===== src/rtl/picorv_cache_bridge.sv =====
// Bridges the PicoRV native memory interface onto a valid/ready cache request
// port with a single outstanding request, response timeout and sticky error flag.
module picorv_cache_bridge #(
    parameter logic [31:0] PhysMemLimit  = 32'h0002_0000,
    parameter int          OffsetWidth   = 12,
    parameter int          TagWidth      = 20,
    parameter int          TimeoutCycles = 1024
) (
    input  logic                   clk_i,
    input  logic                   reset_i,

    input  logic                   mem_valid_i,
    input  logic [31:0]            mem_addr_i,
    input  logic [31:0]            mem_wdata_i,
    input  logic [3:0]             mem_wstrb_i,
    output logic                   mem_ready_o,
    output logic [31:0]            mem_rdata_o,

    output logic                   req_valid_o,
    input  logic                   req_ready_i,
    output logic [OffsetWidth-1:0] req_addr_offset_o,
    output logic [TagWidth-1:0]    req_addr_tag_o,
    output logic [31:0]            req_wdata_o,
    output logic [3:0]             req_be_o,
    output logic                   req_store_o,
    output logic                   req_uncacheable_o,

    input  logic                   rsp_valid_i,
    input  logic [31:0]            rsp_rdata_i,
    input  logic                   rsp_error_i,
    output logic                   error_o,
    output logic                   busy_o
);

    localparam int CountWidth = (TimeoutCycles > 1) ? $clog2(TimeoutCycles) : 1;
    localparam logic [CountWidth-1:0] CountLast = CountWidth'(TimeoutCycles - 1);

    typedef enum logic [1:0] {
        ST_IDLE,
        ST_REQ,
        ST_WAIT,
        ST_DONE
    } state_t;

    state_t                state;
    logic [31:0]           addr_q;
    logic [31:0]           wdata_q;
    logic [3:0]            wstrb_q;
    logic                  store_q;
    logic                  uncacheable_q;
    logic [CountWidth-1:0] wait_count;

    assign req_addr_offset_o = addr_q[OffsetWidth-1:0];
    assign req_addr_tag_o    = addr_q[31:32-TagWidth];
    assign req_wdata_o       = wdata_q;
    assign req_be_o          = wstrb_q;
    assign req_store_o       = store_q;
    assign req_uncacheable_o = uncacheable_q;

    always_ff @(posedge clk_i) begin
        if (reset_i) begin
            state         <= ST_IDLE;
            addr_q        <= '0;
            wdata_q       <= '0;
            wstrb_q       <= '0;
            store_q       <= 1'b0;
            uncacheable_q <= 1'b0;
            wait_count    <= '0;
            mem_ready_o   <= 1'b0;
            mem_rdata_o   <= '0;
            req_valid_o   <= 1'b0;
            error_o       <= 1'b0;
            busy_o        <= 1'b0;
        end else begin
            mem_ready_o <= 1'b0;

            // A response with nothing outstanding is a protocol violation.
            if (rsp_valid_i && (state != ST_WAIT)) begin
                error_o <= 1'b1;
            end

            case (state)
                ST_IDLE: begin
                    if (mem_valid_i) begin
                        addr_q        <= mem_addr_i;
                        wdata_q       <= mem_wdata_i;
                        wstrb_q       <= mem_wstrb_i;
                        store_q       <= |mem_wstrb_i;
                        uncacheable_q <= (mem_addr_i > PhysMemLimit);
                        req_valid_o   <= 1'b1;
                        busy_o        <= 1'b1;
                        state         <= ST_REQ;
                    end
                end

                ST_REQ: begin
                    if (req_ready_i) begin
                        req_valid_o <= 1'b0;
                        wait_count  <= '0;
                        state       <= ST_WAIT;
                    end
                end

                ST_WAIT: begin
                    if (rsp_valid_i) begin
                        mem_rdata_o <= rsp_rdata_i;
                        if (rsp_error_i) begin
                            error_o <= 1'b1;
                        end
                        mem_ready_o <= 1'b1;
                        state       <= ST_DONE;
                    end else if (wait_count == CountLast) begin
                        // Give the core a recognisable poison value rather than hanging it.
                        mem_rdata_o <= 32'hDEAD_BEEF;
                        error_o     <= 1'b1;
                        mem_ready_o <= 1'b1;
                        state       <= ST_DONE;
                    end else begin
                        wait_count <= wait_count + 1'b1;
                    end
                end

                ST_DONE: begin
                    busy_o <= 1'b0;
                    state  <= ST_IDLE;
                end

                default: begin
                    req_valid_o <= 1'b0;
                    busy_o      <= 1'b0;
                    state       <= ST_IDLE;
                end
            endcase
        end
    end

endmodule


===== config.mk =====
export PLATFORM = sky130hd
export DESIGN_NAME = picorv_cache_bridge
export DESIGN_NICKNAME = d
export VERILOG_FILES = /design/src/rtl/picorv_cache_bridge.sv
export SDC_FILE = /design/constraint.sdc
export NUM_CORES = 1
export LEC_CHECK = 0
export ABC_CLOCK_PERIOD_IN_PS = 5050
export CAP_MARGIN = 20
export CORE_MARGIN = 8
export CORE_UTILIZATION = 43
export DETAILED_ROUTE_END_ITERATION = 6
export PLACE_DENSITY = 0.83
export SKIP_CTS_REPAIR_TIMING = 1
export SLEW_MARGIN = 20
export SYNTH_ARGS = -nofsm -noshare
export SYNTH_HDL_FRONTEND = slang
export SYNTH_SLANG_ARGS = --single-unit

===== constraint.sdc =====
create_clock -name clk_i -period 5.05 [get_ports clk_i]
set_input_delay 1.01 -clock clk_i [delete_from_list [all_inputs] [get_ports clk_i]]
set_output_delay 1.01 -clock clk_i [all_outputs]
set_load 0.03 [all_outputs]

==> impl.org, run 1 <==
** Timing
- Final hold viol count :: 0
- Part of the cycle the worst path needs :: 59.2%
- Final critical path time including I/O delays and setup :: 2.99 ns
- Worst max-slew margin expressed relative to the limit :: 36.3%
- The worst path meets setup with 2.06 ns of slack.
- Clock skew on the completed layout was measured at 0.00655 ns.
- The number of max-slew violations in the final report is 0.
- Derived from the worst setup path, the maximum achievable clock frequency is 335 MHz.
- Unrepaired setup endpoints after global routing :: false
- Setup total negative slack on the finished layout was measured at 0 ns.
- At the pin with the least slew margin, the transition time is 0.956 ns.
- Setup violations remaining at the end of the flow were counted as 0.

** Run
- Total of max-cap violations :: 0

** Global routing
- Met1 Resource Use GR :: 23.2%
- For this run the aggregate overflow at the end of global routing stands at 0.
- The via count of the first global-routing pass was 4874.
- After global routing, the most crowded layer is met2.
- The number of antenna violations at the first check in global routing came to 0.
- Wire length of the first global-routing pass :: 25.1 mm
- For met3 alone, demand over resource in global routing was 11.7%.
- For this run, the total global-route usage over all layers was measured as 22.2%.
- For this run, global-route usage on met2 was measured as 36.8%.
- Pin count of the biggest net entering global routing :: 92

** Clocking
- No sink is reached through more buffers than the 2 on the longest clock path.
- CTS tree :: done
- CTS Buf Count :: 17
- Clock latency on the worst-skew pair :: 0.51 ns
- Number of H-tree branching levels :: 4
- CTS Sinks :: 118
- Root cell of the clock tree :: clkbuf_8
- Clock transition time at the flip-flop clock pins of the worst setup and hold paths :: 0.06 ns

** Synthesis
- Share of flip-flops with an asynchronous set or reset after synthesis :: 0%
- The number of nets in the synthesized netlist is 622.
- Post-Syn Area :: 0.00446 sq mm
- Synth Area per Inst :: 8.72 sq um
- Post-synthesis cell type with the largest combined area :: dfxtp_1
- In the synthesized netlist, the number of instances is 511.
- Flops & latches, synth :: 118
- Total number of yosys warnings :: 0
- In this run the biggest area consumer among cell types represents 53.0% of the synthesized area.
- Count of flip-flops with a built-in enable after synthesis :: 0
- In the post-synthesis netlist, the biggest area contributors are dfxtp_1 (53%), nand2_1 (13%), a21oi_1 (9.8%), o221a_2 (6.1%), clkbuf_1 (2.6%).
- Dominant synthesized flop cell :: dfxtp_1
- Synth unique cells :: 42
- Summing the sequential cell areas from Yosys gives 53.0% of the chip area.

** Detailed routing
- Wires add up to 15.3 mm.
- The detailed router finished its first iteration with 282 violations.
- Antenna-violating nets left :: 0
- Using the TritonRoute via totals, the vias-per-cell ratio works out to 5.26.
- First-pass iteration count of the detailed router :: 4
- Average detailed-routed wire length per instance :: 17.9 um
- Detailed-route DRC error count :: 0
- Routed vias :: 4505

** Worst setup path
- Along the worst path, the maximum fanout reaches 25.
- Last element of the critical path :: wait_count[2]
- Startpoint of the most critical register-to-register path :: state[0]
- Critical path class :: primary input to flop
- For this design, the slowest cell found on the critical path is clkdlybuf4s50_1.
- Bufs and invs on worst path :: 1
- STA puts the critical path data arrival time at 3.40 ns.
- Crit path launch :: rsp_valid_i
- Among cell families on the critical path, the largest total delay comes from compound AO/OA/AOI/OAI gates.
- STA classifies the critical path startpoint as a primary input.
- Ordered list of cells on the worst path :: clkdlybuf4s50_1 > nand2_1 > o211ai_1 > nor2_1 > a311oi_1
- The worst register-to-register path ends at wait_count[2].
- Cell depth of the worst setup path :: 5
- Setup slack on the worst reg-to-reg path comes out at 2.35 ns.
- Data required time at the worst endpoint :: 5.46 ns
- Measured in cells, the most critical reg-to-reg path has a length of 6.
- Slowest stage delay, CP :: 0.76 ns
- The worst setup path is captured at a flop.

** Min path
- The worst hold path was traced through 2 stages.
- Class of the worst hold path :: flop to flop

** Placement
- HPWL after detailed placement :: 10.9 mm
- Worst Setup Slack post-DPL :: 1.56 ns
- RePlAce Congestion :: 0.779
- Port Buffer Count :: 211
- Once placement completed, the tool counted placed cells totaling 825.

** Floorplan
- Cell Rows :: 37
- The die is 118 um tall.
- The floorplan step defined a die boundary enclosing 0.0139 sq mm.
- Effective utilization at floorplan :: 43.7%
- Standard cell core area :: 0.0102 sq mm
- Horizontal die dimension :: 118 um
- During I/O placement, the number of pins put on the boundary was 212.

** Power and ir drop
- Design internal power :: 2.34 mW
- In this run switching power makes up 34.9% of total power.
- The clock network burns 33.5% of the power.
- Worst vdd ir :: 0.000290 V
- After layout, the design draws a total of 3.59 mW.
- In this run the static leakage power is 2.59 nW.
- Combinational logic is responsible for 33.0% of the overall power.
- Power density normalized to cell area :: 499 mW/mm^2
- Registers are responsible for 33.5% of the overall power.
- Switching power total :: 1.25 mW

** Final layout
- From synthesis to final layout, the design area changed by 61.2%.
- Diode insertion count for antenna repair :: 0
- Fraction of layout cells with a size suffix above 1 :: 9.57%
- Layout net count :: 819
- Count of filler cells inserted in the layout :: 759
- The library cells used most frequently in the layout, excluding fill and tap cells, are clkdlybuf4s50_1 (210), nand2_1 (148), dfxtp_1 (118).
- Final Util :: 70.5%
- Most common cell after layout, fill and taps aside :: clkdlybuf4s50_1
- Number of standard cells in the final layout excluding fillers :: 857

** Status
- Status :: finished, final reports clean
-- synth_stat cells (3+ instances only) --
cell type	number
clkbuf_1	31
nand2b_1	4
o221a_2	24
o21ai_0	13
inv_1	3
ha_1	5
dfxtp_1	118
a311oi_1	3
a21oi_1	87
nor4_1	6
nand3_1	14
nor2_1	9
a31oi_1	4
nor3_1	3
nand2_1	149
-- registers in the layout, summed over array words and instances, names as in the netlist --
name and flops:
addr_q 32, mem_rdata_o 32, req_wdata_o 32, wait_count 10
req_be_o 4, state 2, busy_o 1, error_o 1
mem_ready_o 1, req_store_o 1, req_uncacheable_o 1, req_valid_o 1
-- metrics by stage --
| step | cell area (sq um) | hold slack, ns |
|---|---|---|
| after detailed placement | 6590 | 0.446 |
| after global routing | 7180 | 0.477 |
| after CTS | 7180 | 0.454 |
| after global placement | 6590 | 0.441 |
| after floorplan | 4460 | 0.471 |
| final | 7180 | 0.452 |
-- power groups by stage --
stage / Clock (mW) / Combinational, mW / Sequential, mW
2_1_floorplan: 0 / 0.334 / 1.54
3_3_place_gp: 0 / 1.16 / 1.21
3_5_place_dp: 0 / 1.18 / 1.22
4_1_cts: 1.22 / 1.19 / 1.20
5_1_grt: 1.27 / 1.26 / 1.22
6_report: 1.20 / 1.18 / 1.20
-- worst register-to-register path, stage by stage (launching register included) --
cell      delay (ns)
dfxtp_1         0.33
inv_1           0.10
ha_1            0.51
nand2_1         0.64
o211ai_1        0.56
nor2_1          0.18
a311oi_1        0.30
-- cell type report --
class / count / area [sq um] / share of cell area, %
clock buffers: 17 / 414 / 5.77
well taps: 136 / 170 / 2.37
repair buffers: 215 / 2140 / 29.8
flip-flops and latches: 118 / 2360 / 32.9
clock inverters: 15 / 179 / 2.49
inverters: 4 / 15.0 / 0.209
multi-input cells: 352 / 1910 / 26.5
-- worst min-delay path by stage --
stage                                 end             from
final                           addr_q[0]        addr_q[0]
after global routing      req_wdata_o[23]  req_wdata_o[23]
after CTS                     req_be_o[2]      req_be_o[2]
after detailed placement      req_be_o[2]      req_be_o[2]
after global placement     req_wdata_o[6]   req_wdata_o[6]
after floorplan             wait_count[8]    wait_count[8]
-- cell families (layout without fill, tap and decap cells) --
logic type      Yosys count  after routing  share of synthesized area [%]
compound gates          144            144                           21.3
fa+ha+maj                 5              5                           1.40
buf+inv                  41            251                           4.30
flops                   118            118                           53.0
mux                       1              1                          0.225
simple gates            202            202                           19.7
-- routing by layer --
| metal | up-vias | share of wire [%] | wire (um) |
|---|---|---|---|
| li1 | 2188 | - | - |
| met1 | 2097 | 38 | 5840 |
| met2 | 199 | 49 | 7450 |
| met3 | 21 | 11 | 1750 |
| met4 | 0 | 1.7 | 263 |
| met5 | - | 0 | 0 |
No activity file was read; power rests on OpenSTA's default activity.
==> inputs of run 2 (changes only) <==
--- a/config.mk
+++ b/config.mk
@@ -5,12 +5,12 @@
 export SDC_FILE = /design/constraint.sdc
 export NUM_CORES = 1
 export LEC_CHECK = 0
-export ABC_CLOCK_PERIOD_IN_PS = 5050
+export ABC_CLOCK_PERIOD_IN_PS = 2940
 export CAP_MARGIN = 20
 export CORE_MARGIN = 8
-export CORE_UTILIZATION = 43
+export CORE_UTILIZATION = 41
 export DETAILED_ROUTE_END_ITERATION = 6
-export PLACE_DENSITY = 0.83
+export PLACE_DENSITY = 0.79
 export SKIP_CTS_REPAIR_TIMING = 1
 export SLEW_MARGIN = 20
 export SYNTH_ARGS = -nofsm -noshare
==> constraint.sdc (replaced) <==
create_clock -name clk_i -period 2.94 [get_ports clk_i]
set_input_delay 0.588 -clock clk_i [delete_from_list [all_inputs] [get_ports clk_i]]
set_output_delay 0.588 -clock clk_i [all_outputs]
set_load 0.03 [all_outputs]
==> run 2 against run 1 <==
- non-clock buffer count is 7 higher
- worst hold slack worse by 0.0014 ns
- routed wire length is 1.2% lower
- total power is 75% higher
- via count is 1.1% higher
- cell count is 1.2% higher
- design area is 1.5% higher
- sequential power is 71% higher
- sequential share of layout area is 0.50 points lower
- global-route usage is 1.3 points lower
- first-iteration DRC count is 1.4% higher
==> impl.org, run 2 (synthesized netlist as in run 1, its figures left out) <==
** Floorplan
- Horizontal die dimension :: 120 um
- Pin placement for this block handled 212 I/O pins.
- Effective utilization at floorplan :: 41.5%
- Cell Rows :: 38
- Vertical die dimension :: 120 um
- After floorplanning, the core was sized to cover 0.0107 sq mm.
- Die area :: 0.0145 sq mm

** Status
- Status :: finished, final reports clean

** Final layout
- Final Util :: 67.9%
- Final Instance Area :: 0.00729 sq mm
- Diode insertion count for antenna repair :: 0
- Fraction of layout cells with a size suffix above 1 :: 10.2%
- Relative to the synthesized area, the layout overhead comes to 63.7%.
- Number of standard cells in the final layout excluding fillers :: 867
- Leaving out fill and tap cells, the most frequent cells in the layout are clkdlybuf4s50_1 (210), nand2_1 (148), dfxtp_1 (118).
- Fill cells in the final layout number 883.
- The net count of the finished layout is 826.
- Most common cell after layout, fill and taps aside :: clkdlybuf4s50_1

** Timing
- Fin worst setup slack :: 0.561 ns
- Worst max-slew margin expressed relative to the limit :: 34.6%
- Worst-Margin Slew :: 0.981 ns
- Count of endpoints failing setup in the final report :: 0
- Worst Hold Margin :: 0.451 ns
- For the final database, setup skew stands at 0.00468 ns.
- Based on the critical path, the design can be clocked at up to 420 MHz.
- Setup repair after global routing left no endpoint under its margin.
- Adding up every negative setup slack in the final design gives 0 ns.
- The number of max-slew violations in the final report is 0.
- Final critical path time including I/O delays and setup :: 2.38 ns
- The final hold violation count came to 0.
- Of the available clock period, the critical path in the final layout requires 80.9%.

** Global routing
- Number of antenna violations at the first check in global routing :: 0
- Via count of the first global-routing pass :: 4568
- After global routing the overflow that remains totals 0.
- Pin count of the biggest net entering global routing :: 92
- Global Route Usage Sum :: 20.9%
- The first global-routing pass estimated 24.0 mm of wire.

** Clocking
- CTS Sinks :: 118
- The tree is rooted in a clkbuf_8.
- At the later pin of the worst-skew pair, clock insertion delay measures 0.50 ns.
- CTS Buf Count :: 17
- After clock tree synthesis, the clock-pin slew on the worst setup and hold paths is 0.06 ns.
- The clock passes through at most 2 buffers.
- TritonCTS built the clock tree.
- CTS built an H-tree with a depth of 4.

** Placement
- Before CTS, the worst setup slack after placement is 0.562 ns.
- Detailed placement ended at an HPWL of 11.1 mm.
- Port Buffer Count :: 211
- Cell Count Post-Placement :: 836
- RePlAce Congestion :: 0.841
- Placement Cell Area :: 0.00667 sq mm

** Worst setup path
- The critical path in this run is classified as flop to flop.
- Of all nets on the critical path, the largest fanout is 16.
- Launching element type of the critical path :: flop
- STA classifies the critical path endpoint as a flop.
- Worst Path Arrival :: 2.78 ns
- Data required time at the worst endpoint :: 3.34 ns

** Detailed routing
- First-pass iteration count of the detailed router :: 4
- For this block, the initial DRC count from the detailed router was 286.
- In the routed design, unresolved DRC markers number 0.
- Average detailed-routed wire length per instance :: 17.5 um
- Average vias per placed instance :: 5.25
- Total routed wirelength :: 15.1 mm
- Once detail routing completed, the nets flagged for antenna violations numbered 0.
- Routed vias :: 4553

** Power and ir drop
- The design draws 6.27 mW.
- Power density normalized to cell area :: 860 mW/mm^2
- The worst-case IR drop observed on VDD is 0.000411 V.
- In this run the static leakage power is 2.65 nW.

** Run
- Total of max-cap violations :: 0

** Min path
- Class of the worst hold path :: flop to flop
run 2: cell count changes in the layout (fill, tap and decap cells not counted), sizes merged:
cell and delta:
clkinvlp -2, clkbuf +3, bufinv +1, inv -3, buf +7
run 2: routing by layer:
| metal | wire [um] | up-vias | track usage [%] |
|---|---|---|---|
| li1 | - | 2206 | - |
| met1 | 5850 | 2130 | 22.2 |
| met2 | 7250 | 194 | 34.4 |
| met3 | 1740 | 23 | 10.3 |
| met4 | 291 | 0 | 9.37 |
| met5 | 0 | - | 0 |
run 2: worst paths after layout:
| check | depth (start not counted) | endpoint | slack, ns | from |
|---|---|---|---|---|
| worst max-delay path | 6 | wait_count[2] | 0.56 | state[0] |
| worst min-delay path | 2 | addr_q[23] | 0.45 | addr_q[23] |
| worst max register to register | 6 | wait_count[2] | 0.56 | state[0] |
| worst min register to register | 2 | addr_q[23] | 0.45 | addr_q[23] |
run 2: layout make-up:
class	instances	area, sq um	area share [%]
Tap cell	140	175	2.40
Clock buffer	20	445	6.11
Timing Repair Buffer	222	2210	30.4
Inverter	4	15.0	0.206
Sequential cell	118	2360	32.4
Multi-Input combinational cell	352	1910	26.1
Clock inverter	11	175	2.40
run 2: report_power, final:
| part | internal, mW | switching [mW] |
|---|---|---|
| clock network | 1.42 | 0.724 |
| registers | 1.90 | 0.153 |
| logic | 0.858 | 1.22 |
run 2: critical path, cell delays in order (launching register included):
cell	delay [ns]
dfxtp_1	0.33
inv_1	0.10
ha_1	0.52
inv_1	0.15
nor4_2	0.69
nor2_1	0.18
a311oi_1	0.30
